`config.mk`:
```
export PLATFORM = sky130hd
export DESIGN_NAME = bin_to_bcd_seq_flat
export DESIGN_NICKNAME = d
export VERILOG_FILES = /design/src/rtl/bin_to_bcd_seq_if.sv /design/src/rtl/bin_to_bcd_seq.sv /design/src/flat_wrapper.sv
export SDC_FILE = /design/constraint.sdc
export NUM_CORES = 1
export LEC_CHECK = 0
export BUFFER_PORTS_ARGS = -buffer_cell sky130_fd_sc_hd__buf_2
export CORE_UTILIZATION = 57
export CTS_CLUSTER_SIZE = 25
export DETAILED_ROUTE_END_ITERATION = 10
export PLACE_DENSITY = 0.81
export SLEW_MARGIN = 20
export SYNTH_ARGS = -nofsm -noshare
export SYNTH_HDL_FRONTEND = slang
export SYNTH_SLANG_ARGS = --single-unit
```
`constraint.sdc`:
```
create_clock -name clk -period 2.5 [get_ports clk]
set_clock_uncertainty 0.15 [all_clocks]
set_input_delay 0 -clock clk [delete_from_list [all_inputs] [get_ports clk]]
set_output_delay 0 -clock clk [all_outputs]
set_load 0.01 [all_outputs]
```
`src/rtl/bin_to_bcd_seq_if.sv`:
```
// Handshake and result bundle between a binary value source and the
// sequential BCD converter.
interface bin_to_bcd_seq_if #(
   parameter int BIN_W  = 8,
   parameter int DIGITS = 3
);
   logic                  start;
   logic [BIN_W-1:0]      binIn;
   logic                  busy;
   logic                  done;
   logic [4*DIGITS-1:0]   bcdOut;
   logic                  ovf;

   modport master (
      output start, binIn,
      input  busy, done, bcdOut, ovf
   );

   modport slave (
      input  start, binIn,
      output busy, done, bcdOut, ovf
   );
endinterface

```
`src/rtl/bin_to_bcd_seq.sv`:
```
// Shift-and-add-3 binary-to-BCD converter, one iteration per clock.
// Results saturate to all 9s when the value does not fit in DIGITS digits.
module bin_to_bcd_seq #(
   parameter int BIN_W  = 8,
   parameter int DIGITS = 3
) (
   input logic               clk,
   input logic               rstN,
   bin_to_bcd_seq_if.slave   bus
);

   localparam int BCD_W = 4 * DIGITS;
   localparam int CNT_W = $clog2(BIN_W + 1);

   if ((BIN_W < 1) || (BIN_W > 16) || (DIGITS < 1) || (DIGITS > 5)) begin : g_bad_params
      $error("bin_to_bcd_seq: BIN_W must be 1..16 and DIGITS 1..5");
   end

   typedef enum logic {IDLE, SHIFT} state_t;

   state_t             state_q, state_d;
   logic [BIN_W-1:0]   shift_q, shift_d, shift_sh;
   logic [BCD_W-1:0]   scratch_q, scratch_d, scratch_sh, adj;
   logic [BCD_W-1:0]   bcd_q, bcd_d;
   logic [CNT_W-1:0]   cnt_q, cnt_d;
   logic               sticky_q, sticky_d;
   logic               ovf_q, ovf_d;
   logic               done_q, done_d;
   logic               shift_out;

   // Digits are adjusted independently; a digit >= 5 never exceeds 4'hC after +3.
   always_comb begin
      adj = '0;
      for (int i = 0; i < DIGITS; i++) begin
         adj[4*i +: 4] = (scratch_q[4*i +: 4] >= 4'd5) ? scratch_q[4*i +: 4] + 4'd3
                                                        : scratch_q[4*i +: 4];
      end
      {shift_out, scratch_sh} = {adj, shift_q[BIN_W-1]};
      shift_sh = shift_q << 1;
   end

   always_comb begin
      // NOTE: every variable gets a default first so no path can infer a latch.
      state_d   = state_q;
      shift_d   = shift_q;
      scratch_d = scratch_q;
      cnt_d     = cnt_q;
      sticky_d  = sticky_q;
      bcd_d     = bcd_q;
      ovf_d     = ovf_q;
      done_d    = 1'b0;

      case (state_q)
         IDLE: begin
            if (bus.start) begin
               shift_d   = bus.binIn;
               scratch_d = '0;
               sticky_d  = 1'b0;
               cnt_d     = CNT_W'(BIN_W);
               state_d   = SHIFT;
            end
         end
         SHIFT: begin
            shift_d   = shift_sh;
            scratch_d = scratch_sh;
            sticky_d  = sticky_q | shift_out;
            cnt_d     = cnt_q - CNT_W'(1);
            if (cnt_q == CNT_W'(1)) begin
               state_d = IDLE;
               done_d  = 1'b1;
               ovf_d   = sticky_d;
               bcd_d   = sticky_d ? {DIGITS{4'h9}} : scratch_sh;
            end
         end
         default: state_d = IDLE;
      endcase
   end

   // NOTE: sequential state uses non-blocking assignments only.
   always_ff @(posedge clk or negedge rstN) begin
      if (!rstN) begin
         state_q   <= IDLE;
         shift_q   <= '0;
         scratch_q <= '0;
         cnt_q     <= '0;
         sticky_q  <= 1'b0;
         bcd_q     <= '0;
         ovf_q     <= 1'b0;
         done_q    <= 1'b0;
      end else begin
         state_q   <= state_d;
         shift_q   <= shift_d;
         scratch_q <= scratch_d;
         cnt_q     <= cnt_d;
         sticky_q  <= sticky_d;
         bcd_q     <= bcd_d;
         ovf_q     <= ovf_d;
         done_q    <= done_d;
      end
   end

   assign bus.busy   = (state_q == SHIFT);
   assign bus.done   = done_q;
   assign bus.bcdOut = bcd_q;
   assign bus.ovf    = ovf_q;

endmodule

```
`src/flat_wrapper.sv`:
```
// flat-port wrapper written by rule: the top's interface ports become plain ports
module bin_to_bcd_seq_flat 
#(
   parameter int BIN_W  = 8,
   parameter int DIGITS = 3
)
  (clk, rstN, bus_start, bus_binIn, bus_busy, bus_done, bus_bcdOut, bus_ovf);
  bin_to_bcd_seq_if #(.BIN_W(BIN_W), .DIGITS(DIGITS)) bus_i ();
  input logic clk;
  input logic rstN;
  input wire logic [$bits(bus_i.start)-1:0] bus_start;
  input wire logic [$bits(bus_i.binIn)-1:0] bus_binIn;
  output wire logic [$bits(bus_i.busy)-1:0] bus_busy;
  output wire logic [$bits(bus_i.done)-1:0] bus_done;
  output wire logic [$bits(bus_i.bcdOut)-1:0] bus_bcdOut;
  output wire logic [$bits(bus_i.ovf)-1:0] bus_ovf;
  assign bus_i.start = bus_start;
  assign bus_i.binIn = bus_binIn;
  assign bus_busy = bus_i.busy;
  assign bus_done = bus_i.done;
  assign bus_bcdOut = bus_i.bcdOut;
  assign bus_ovf = bus_i.ovf;
  bin_to_bcd_seq #(.BIN_W(BIN_W), .DIGITS(DIGITS)) u_core (.clk(clk), .rstN(rstN), .bus(bus_i));
endmodule
```
==> flow_summary.toml, run 1 <==
[status]
outcome = "completed"

[pwr]
switchingPower_mw = 1.184
power_frac_comb_pct = 48.0
p_int_mw = 1.656
clkPwrFrac_pct = 11.9
power.total_mw = 2.839
swShare_pct = 41.69
power_density_nw_per_um2 = 1217
total_leakage_power_nw = 1.137
irDropWorstVdd_v = 0.0006180
seq_power_share_pct = 40.2

[synth]
ys_types = 30
yosysMostFrequentCell = "dfrtp_1"
synthArstFlopShare_pct = 100.0
synth_seq_cells = 40
synthesis.area_um2 = 2023
synth_edf_count = 0
synth_top_area_cell = "dfrtp_1"
netlist_top_cells_count = "dfrtp_1, nand2_1, mux2i_1"
syn_nets = 207
synth_top_area_share_pct = 49.47
synth_area_leaders = "dfrtp_1, mux2i_1, ha_1"
netlist_instances = 188
ys_warn_count = 0
yosys_most_used_dff = "dfrtp_1"
synth.avg_cell_area_um2 = 10.76
seq_area_frac_synth_pct = 49.47

[run]
maxCapViolCount = 0

[clock_tree]
cts_tree = "built"
cts_setup_buffers = 0
clk_latency_ps = 360
clkSlewWorstSetupHoldPaths_ps = 110
cts_buffers = 5
clkSinkCount = 40
htree_levels = 2
cts_root_buf = "clkbuf_4"
cts_buffer_depth = 2

[place]
port_buffers = 25
pre_cts_slack_ps = 526.5
dp_hpwl_um = 2621
gp_congestion = 0.8292

[worst_setup_path]
startpoint_type = "flop"
setup.worst_path.class = "reg -> reg"
critPathCaptureType = "flop"
worstPathMaxFanout = 7
required_ps = 2560
critPathArrivalTime_ps = 2060

[sta]
layout_min_cycle_time_ps = 1994
slew_viol_final = 0
setup_viol = 0
fmax_ghz = 0.5016
finalWorstSetupSlack_ps = 506.4
finalCritPeriodShare_pct = 79.74
rsz0062_at_grt = "false"
tightest_slew_ps = 858.2
tns_ps = 0
hold_viol = 0
slew_headroom_pct = 42.79

[global_route]
grt_pass1_wl_um = 6085
grt_antenna_before_repair = 0
overflow = 0
grt.met2_usage_pct = 35.33
use_met1_pct = 30.36
grt_pass1_vias = 1306
grt_max_degree = 41
grt_most_used_layer = "met2"
use_met3_pct = 3.992
grt.total_usage_pct = 22.90

[drt]
dr.pass1.iters = 4
antenna_left = 0
drc_errors = 0
drt_iter0_drc = 80
routed_via_density = 5.404
wire_per_inst_um = 13.90
vias = 1459
wl_um = 3753

[final_layout]
nets = 242
area_delta_synth_final_pct = 15.34
final_util_pct = 69.38
nFillCells = 275
drive_gt1_share_pct = 21.43
antenna_cells = 0

[hold_path]
min-delay-path-class = "in -> async"

[die]
fp.coreArea_um2 = 3363
die_x_um = 61.58
ios = 26
num_rows = 21
die_h_um = 61.58
start_util_pct = 60.16
die_area_um2 = 3791
[through the flow]
step	cell area, um2	hold slack (ps)	instances
after global routing	2333	216.2	270
after floorplan	2023	-445.6	188
final	2333	121.4	270
after global placement	2175	-8.252	252
after detailed placement	2175	22.90	252
after CTS	2333	170.6	270
[critical path, stage by stage (launching register included)]
cell and delay [ps]:
dfrtp_1 430, inv_1 110, ha_1 190, nand2b_1 150
nor3b_2 180, a211oi_2 490, a31oi_1 170
[sequential cells by signal, summed over array words and instances (netlist names)]
name	cells
u_core.bus.bcdOut	12
u_core.bus.busy	1
u_core.bus.done	1
u_core.bus.ovf	1
u_core.cnt_q	4
u_core.scratch_q	12
u_core.shift_q	8
u_core.sticky_q	1
[path summary, 6_finish.rpt]
kind | startpoint | to | slack, ps | cells past startpoint
max in group asynchronous | rstN | u_core.shift_q[4]$_DFFE_PN0P_ | 1530 | 2
min in group clk | bus_binIn[0] | u_core.shift_q[0]$_DFFE_PN0P_ | 280 | 4
hold reg to reg | u_core.bus.bcdOut[6]$_DFFE_PN0P_ | u_core.bus.bcdOut[6]$_DFFE_PN0P_ | 350 | 2
hold / removal | rstN | u_core.scratch_q[7]$_DFFE_PN0P_ | 120 | 2
setup / recovery | u_core.scratch_q[9]$_DFFE_PN0P_ | u_core.bus.bcdOut[11]$_DFFE_PN0P_ | 510 | 6
setup reg to reg | u_core.scratch_q[9]$_DFFE_PN0P_ | u_core.bus.bcdOut[11]$_DFFE_PN0P_ | 510 | 6
[power groups by stage]
stage	Sequential, mW	Clock [mW]	Combinational (mW)
finish	1.14	0.337	1.36
detailed placement	1.15	0	1.36
floorplan	1.15	0	0.985
CTS	1.14	0.350	1.37
global placement	1.13	0	1.27
global route	1.18	0.382	1.52
[repair_timing]
action	in CTS	in global routing
hold buffers	10	0
gates resized for setup	0	0
endpoints found under the hold margin	49	0
endpoints found under the setup margin	0	0
[cell type report]
type                    count  area (um2)  share of cell area [%]
multi-input cells         129       942.2                   40.38
clock buffers               8       58.81                   2.520
flip-flops and latches     40        1001                   42.90
inverters                  11       41.29                   1.769
repair buffers             36       232.7                   9.973
well taps                  46       57.56                   2.466
[logic make-up after synthesis]
logic type      after synthesis  synth area share (%)
flops                        40                 49.47
fa+ha+maj                     8                 4.948
buf+inv                      19                 3.958
mux                          22                 11.07
xor+xnor                      3                 1.299
simple gates                 54                 14.41
compound gates               42                 14.84
[routing by layer]
metal | wire (um) | vias to the layer above
li1 | - | 713
met1 | 1632 | 700
met2 | 1905 | 37
met3 | 136 | 9
met4 | 78 | 0
met5 | 0 | -
[layout by cell type (no fill, tap or decap), drive strengths merged]
cell	netlist	layout
ha	8	8
dlygate4sd3	0	10
inv	11	11
a211o	1	1
o21ai	15	15
a211oi	1	1
a21oi	11	11
mux2i	19	19
and2b	1	1
buf	5	26
a31oi	5	5
mux2	3	3
clkbuf	3	8
or3	1	1
nor2	11	11
nand2b	13	13
xnor2	3	3
nand2	20	20
nor3b	6	6
nand3b	1	1
o22ai	1	1
dfrtp	40	40
o31ai	7	7
or2b	1	1
o22a	1	1
No activity file was read; power rests on OpenSTA's default activity.
==> run 2, diff against run 1 <==
==> constraint.sdc (replaced) <==
create_clock -name clk -period 1.9 [get_ports clk]
set_clock_uncertainty 0.15 [all_clocks]
set_input_delay 0 -clock clk [delete_from_list [all_inputs] [get_ports clk]]
set_output_delay 0 -clock clk [all_outputs]
set_load 0.01 [all_outputs]
==> flow_summary.toml, run 2 (synthesis results as in run 1) <==
[status]
outcome = "completed"

[sta]
rsz0062_at_grt = "false"
whs_ps = 149.8
slew_viol_final = 0
setup_viol = 0
layout_min_cycle_time_ps = 1832
hold_viol = 0
finalCritPeriodShare_pct = 96.41
tightest_slew_ps = 874.1
slew_headroom_pct = 41.72
tns_ps = 0
fmax_ghz = 0.5459

[final_layout]
area_delta_synth_final_pct = 18.37
final_cells = 275
final_cell_mix = "dfrtp_1, buf_2, nand2_1, mux2i_1, nand2b_1"
final_common_cell = "dfrtp_1"
nets = 247
antenna_cells = 0
drive_gt1_share_pct = 26.20

[worst_setup_path]
regToRegEndpoint = "u_core.bus.bcdOut[10]$_DFFE_PN0P_"
worstPathMaxFanout = 4
reg2regPathDepth = 5
setup.worst_path.class = "reg -> reg"
timing.reg2reg.setup_slack_ps = 70
timing.rr.start = "u_core.scratch_q[8]$_DFFE_PN0P_"
required_ps = 2030
critPathArrivalTime_ps = 1960
startpoint_type = "flop"
critPathCaptureType = "flop"

[drt]
wl_um = 3969
drc_errors = 0
antenna_left = 0
vias = 1494
drt_iter0_drc = 118
routed_via_density = 5.433
dr.pass1.iters = 4
wire_per_inst_um = 14.43

[place]
port_buffers = 25
dp_cells = 255
dp_hpwl_um = 2792
gp_congestion = 0.8300

[global_route]
use_met1_pct = 25.94
grt_pass1_wl_um = 6299
grt_antenna_before_repair = 0
use_met3_pct = 4.412
grt.met2_usage_pct = 41.01
grt_max_degree = 41
grt.total_usage_pct = 22.96
grt_pass1_vias = 1464
grt_most_used_layer = "met2"
overflow = 0

[clock_tree]
clkSlewWorstSetupHoldPaths_ps = 110
cts_tree = "built"
cts_root_buf = "clkbuf_4"
htree_levels = 2
cts_buffers = 5
cts_buffer_depth = 2
clk_latency_ps = 350
clkSinkCount = 40

[die]
fp.coreArea_um2 = 3363
die_area_um2 = 3791
start_util_pct = 60.16
ios = 26
num_rows = 21
die_x_um = 61.58
die_h_um = 61.58

[pwr]
irDropWorstVdd_v = 0.0008579
total_leakage_power_nw = 1.160
power_density_nw_per_um2 = 1626

[hold_path]
min-delay-path-class = "in -> async"

[run]
maxCapViolCount = 0
## run 2: layout make-up
cell class | instances | area [um2]
inverter | 11 | 41.29
timing repair buffer | 41 | 270.3
multi-input combinational | 129 | 964.7
tap | 46 | 57.56
sequential | 40 | 1002
clock buffer | 8 | 58.81
fill | 268 | 968.4
## run 2: stage by stage
step                worst slack (ps)  area [um2]  total power [mW]  utilization [%]
finish                         68.19        2395             3.893            71.21
global route                  0.8793        2395             4.184            71.21
CTS                           -10.12        2356             3.813            70.05
detailed placement             25.23        2197             3.346            65.33
global placement               109.4        2197             3.197            65.33
floorplan                      165.0        2023             2.815                -
## run 2: layer usage
layer	share of wire, %	up-vias
li1	-	726
met1	43	730
met2	52	28
met3	3.4	10
met4	2.2	0
met5	0	-
## run 2: what timing repair did
item	in CTS	in global routing
hold buffers	10	0
pin swaps	0	4
endpoints found under the setup margin	2	16
gates resized for setup	0	8
gates cloned	0	0
endpoints found under the hold margin	49	0
buffers inserted	0	2
## run 2: worst max path at each step
stage	from	slack (ps)	depth (start not counted)	to
floorplan	u_core.scratch_q[9]$_DFFE_PN0P_	160	6	u_core.bus.bcdOut[10]$_DFFE_PN0P_
global placement	u_core.scratch_q[8]$_DFFE_PN0P_	110	7	u_core.bus.bcdOut[11]$_DFFE_PN0P_
detailed placement	u_core.scratch_q[8]$_DFFE_PN0P_	30	6	u_core.bus.bcdOut[10]$_DFFE_PN0P_
CTS	u_core.scratch_q[8]$_DFFE_PN0P_	-10	6	u_core.bus.bcdOut[10]$_DFFE_PN0P_
global route	u_core.scratch_q[0]$_DFFE_PN0P_	0.9	6	u_core.bus.bcdOut[2]$_DFFE_PN0P_
finish	u_core.scratch_q[8]$_DFFE_PN0P_	70	5	u_core.bus.bcdOut[10]$_DFFE_PN0P_
## run 2: critical path: stages, from the launching register on
cell and delay [ps]:
dfrtp_2 470, ha_1 210, nand2b_1 180, a21oi_2 200
mux2_2 380, o31ai_2 170
## run 2: where the power goes
group | internal, mW | switching [mW]
Combinational | 0.876 | 1.05
Sequential | 1.22 | 0.303
Clock | 0.183 | 0.269
Total | 2.27 | 1.62
==> run 3, diff against run 2 <==
--- a/config.mk
+++ b/config.mk
@@ -6,6 +6,7 @@
 export NUM_CORES = 1
 export LEC_CHECK = 0
 export BUFFER_PORTS_ARGS = -buffer_cell sky130_fd_sc_hd__buf_2
+export CORE_MARGIN = 10
 export CORE_UTILIZATION = 57
 export CTS_CLUSTER_SIZE = 25
 export DETAILED_ROUTE_END_ITERATION = 10
==> flow_summary.toml, run 3 (synthesis results as in run 1) <==
[status]
outcome = "completed"

[die]
fp.coreArea_um2 = 3390
die_h_um = 79.58
ios = 26
num_rows = 21
die_x_um = 79.58
start_util_pct = 59.69
die_area_um2 = 6332

[sta]
setup_viol = 0
tightest_slew_ps = 491.3
finalWorstSetupSlack_ps = 84.18
fmax_ghz = 0.5507
layout_min_cycle_time_ps = 1816
finalCritPeriodShare_pct = 95.57
slew_headroom_pct = 67.25
hold_viol = 0
slew_viol_final = 0
whs_ps = 56.92
tns_ps = 0

[final_layout]
antenna_cells = 0
final_cells = 277
final_cell_mix = "dfrtp_1, buf_2, nand2_1, mux2i_1, nand2b_1"
final_common_cell = "dfrtp_1"
nets = 249
area_delta_synth_final_pct = 20.47
drive_gt1_share_pct = 26.84

[run]
maxCapViolCount = 0

[worst_setup_path]
setup.worst_path.class = "reg -> reg"
critPathArrivalTime_ps = 1940
required_ps = 2030
timing.rr.start = "u_core.scratch_q[8]$_DFFE_PN0P_"
critPathCaptureType = "flop"
reg2regPathDepth = 6
regToRegEndpoint = "u_core.bus.bcdOut[9]$_DFFE_PN0P_"
worstPathMaxFanout = 6
startpoint_type = "flop"
timing.reg2reg.setup_slack_ps = 80

[clock_tree]
clkSlewWorstSetupHoldPaths_ps = 120
cts_buffer_depth = 2
clkSinkCount = 40
cts_buffers = 5
clk_latency_ps = 360
cts_root_buf = "clkbuf_4"
cts_tree = "built"
htree_levels = 2

[pwr]
power.total_mw = 4.036
p_int_mw = 2.433
irDropWorstVdd_v = 0.0007536
switchingPower_mw = 1.604
swShare_pct = 39.73
seq_power_share_pct = 37.5
power_frac_comb_pct = 46.7
power_density_nw_per_um2 = 1656
clkPwrFrac_pct = 15.8
total_leakage_power_nw = 1.189

[place]
dp_cells = 255
gp_congestion = 0.7776
dp_hpwl_um = 2939
port_buffers = 25
pre_cts_slack_ps = 22.47

[drt]
dr.pass1.iters = 4
routed_via_density = 5.419
antenna_left = 0
wire_per_inst_um = 15.06
drc_errors = 0
drt_iter0_drc = 80
wl_um = 4173
vias = 1501

[hold_path]
min-delay-path-class = "in -> async"

[global_route]
grt.total_usage_pct = 14.26
grt_antenna_before_repair = 0
overflow = 0
grt_pass1_vias = 1591
grt_max_degree = 41
grt_pass1_wl_um = 7251
run 3: changes by cell type in the layout (fill, tap and decap cells not counted):
cell	before	now
inv_2	2	1
ha_1	6	7
ha_2	2	1
inv_1	9	10
nor3b_4	1	0
clkbuf_8	1	2
clkbuf_1	2	0
nor3b_2	0	1
bufinv_16	0	1
buf_4	6	8
run 3: how the worst max path moves through the flow:
stage / from / to / slack [ps] / cells after the start
floorplan: u_core.scratch_q[9]$_DFFE_PN0P_ / u_core.bus.bcdOut[10]$_DFFE_PN0P_ / 160 / 6
global placement: u_core.scratch_q[8]$_DFFE_PN0P_ / u_core.bus.bcdOut[9]$_DFFE_PN0P_ / 100 / 6
detailed placement: u_core.scratch_q[9]$_DFFE_PN0P_ / u_core.bus.bcdOut[9]$_DFFE_PN0P_ / 20 / 6
CTS: u_core.scratch_q[8]$_DFFE_PN0P_ / u_core.bus.bcdOut[9]$_DFFE_PN0P_ / 9 / 6
global route: u_core.scratch_q[0]$_DFFE_PN0P_ / u_core.bus.bcdOut[2]$_DFFE_PN0P_ / -1 / 6
finish: u_core.scratch_q[8]$_DFFE_PN0P_ / u_core.bus.bcdOut[9]$_DFFE_PN0P_ / 80 / 6
run 3: stage by stage:
step	util [%]	cell area, um2
floorplan	-	2023
global placement	64.82	2197
detailed placement	64.82	2197
CTS	70.80	2400
global route	71.91	2437
finish	71.91	2437
run 3: repair_timing:
| action | 4_1_cts | 5_1_grt |
|---|---|---|
| setup buffers | 1 | 3 |
| pin swaps | 0 | 2 |
| gates resized for setup | 0 | 5 |
| endpoints found under the hold margin | 49 | 0 |
| hold buffers | 10 | 0 |
| endpoints found under the setup margin | 1 | 15 |
run 3: metal layers:
layer	part of all wire (%)	GRT usage (%)	vias up
met2	51	25.49	37
met3	6.0	5.518	6
li1	-	-	727
met5	0	0	-
met4	1.7	5.556	0
met1	41	14.57	731
run 3: worst max-delay path, stage by stage (launching register included):
cell	delay [ps]
dfrtp_2	450
inv_1	90
ha_2	200
nand2b_1	90
nor3b_2	190
a211o_4	330
o31ai_2	230
run 3: layout make-up:
type | instances | area [um2]
sequential | 40 | 1002
multi-input combinational | 129 | 955.9
fill | 237 | 952.2
timing repair buffer | 43 | 285.3
clock buffer | 7 | 65.06
tap | 46 | 57.56
inverter | 11 | 41.29
clock inverter | 1 | 30.03
run 3: power by group through the flow:
stage | combinational (mW) | sequential (mW) | clock (mW)
final | 1.89 | 1.51 | 0.637
after global routing | 2.12 | 1.56 | 0.678
after CTS | 1.83 | 1.51 | 0.648
after detailed placement | 1.79 | 1.53 | 0
after global placement | 1.70 | 1.50 | 0
after floorplan | 1.30 | 1.52 | 0
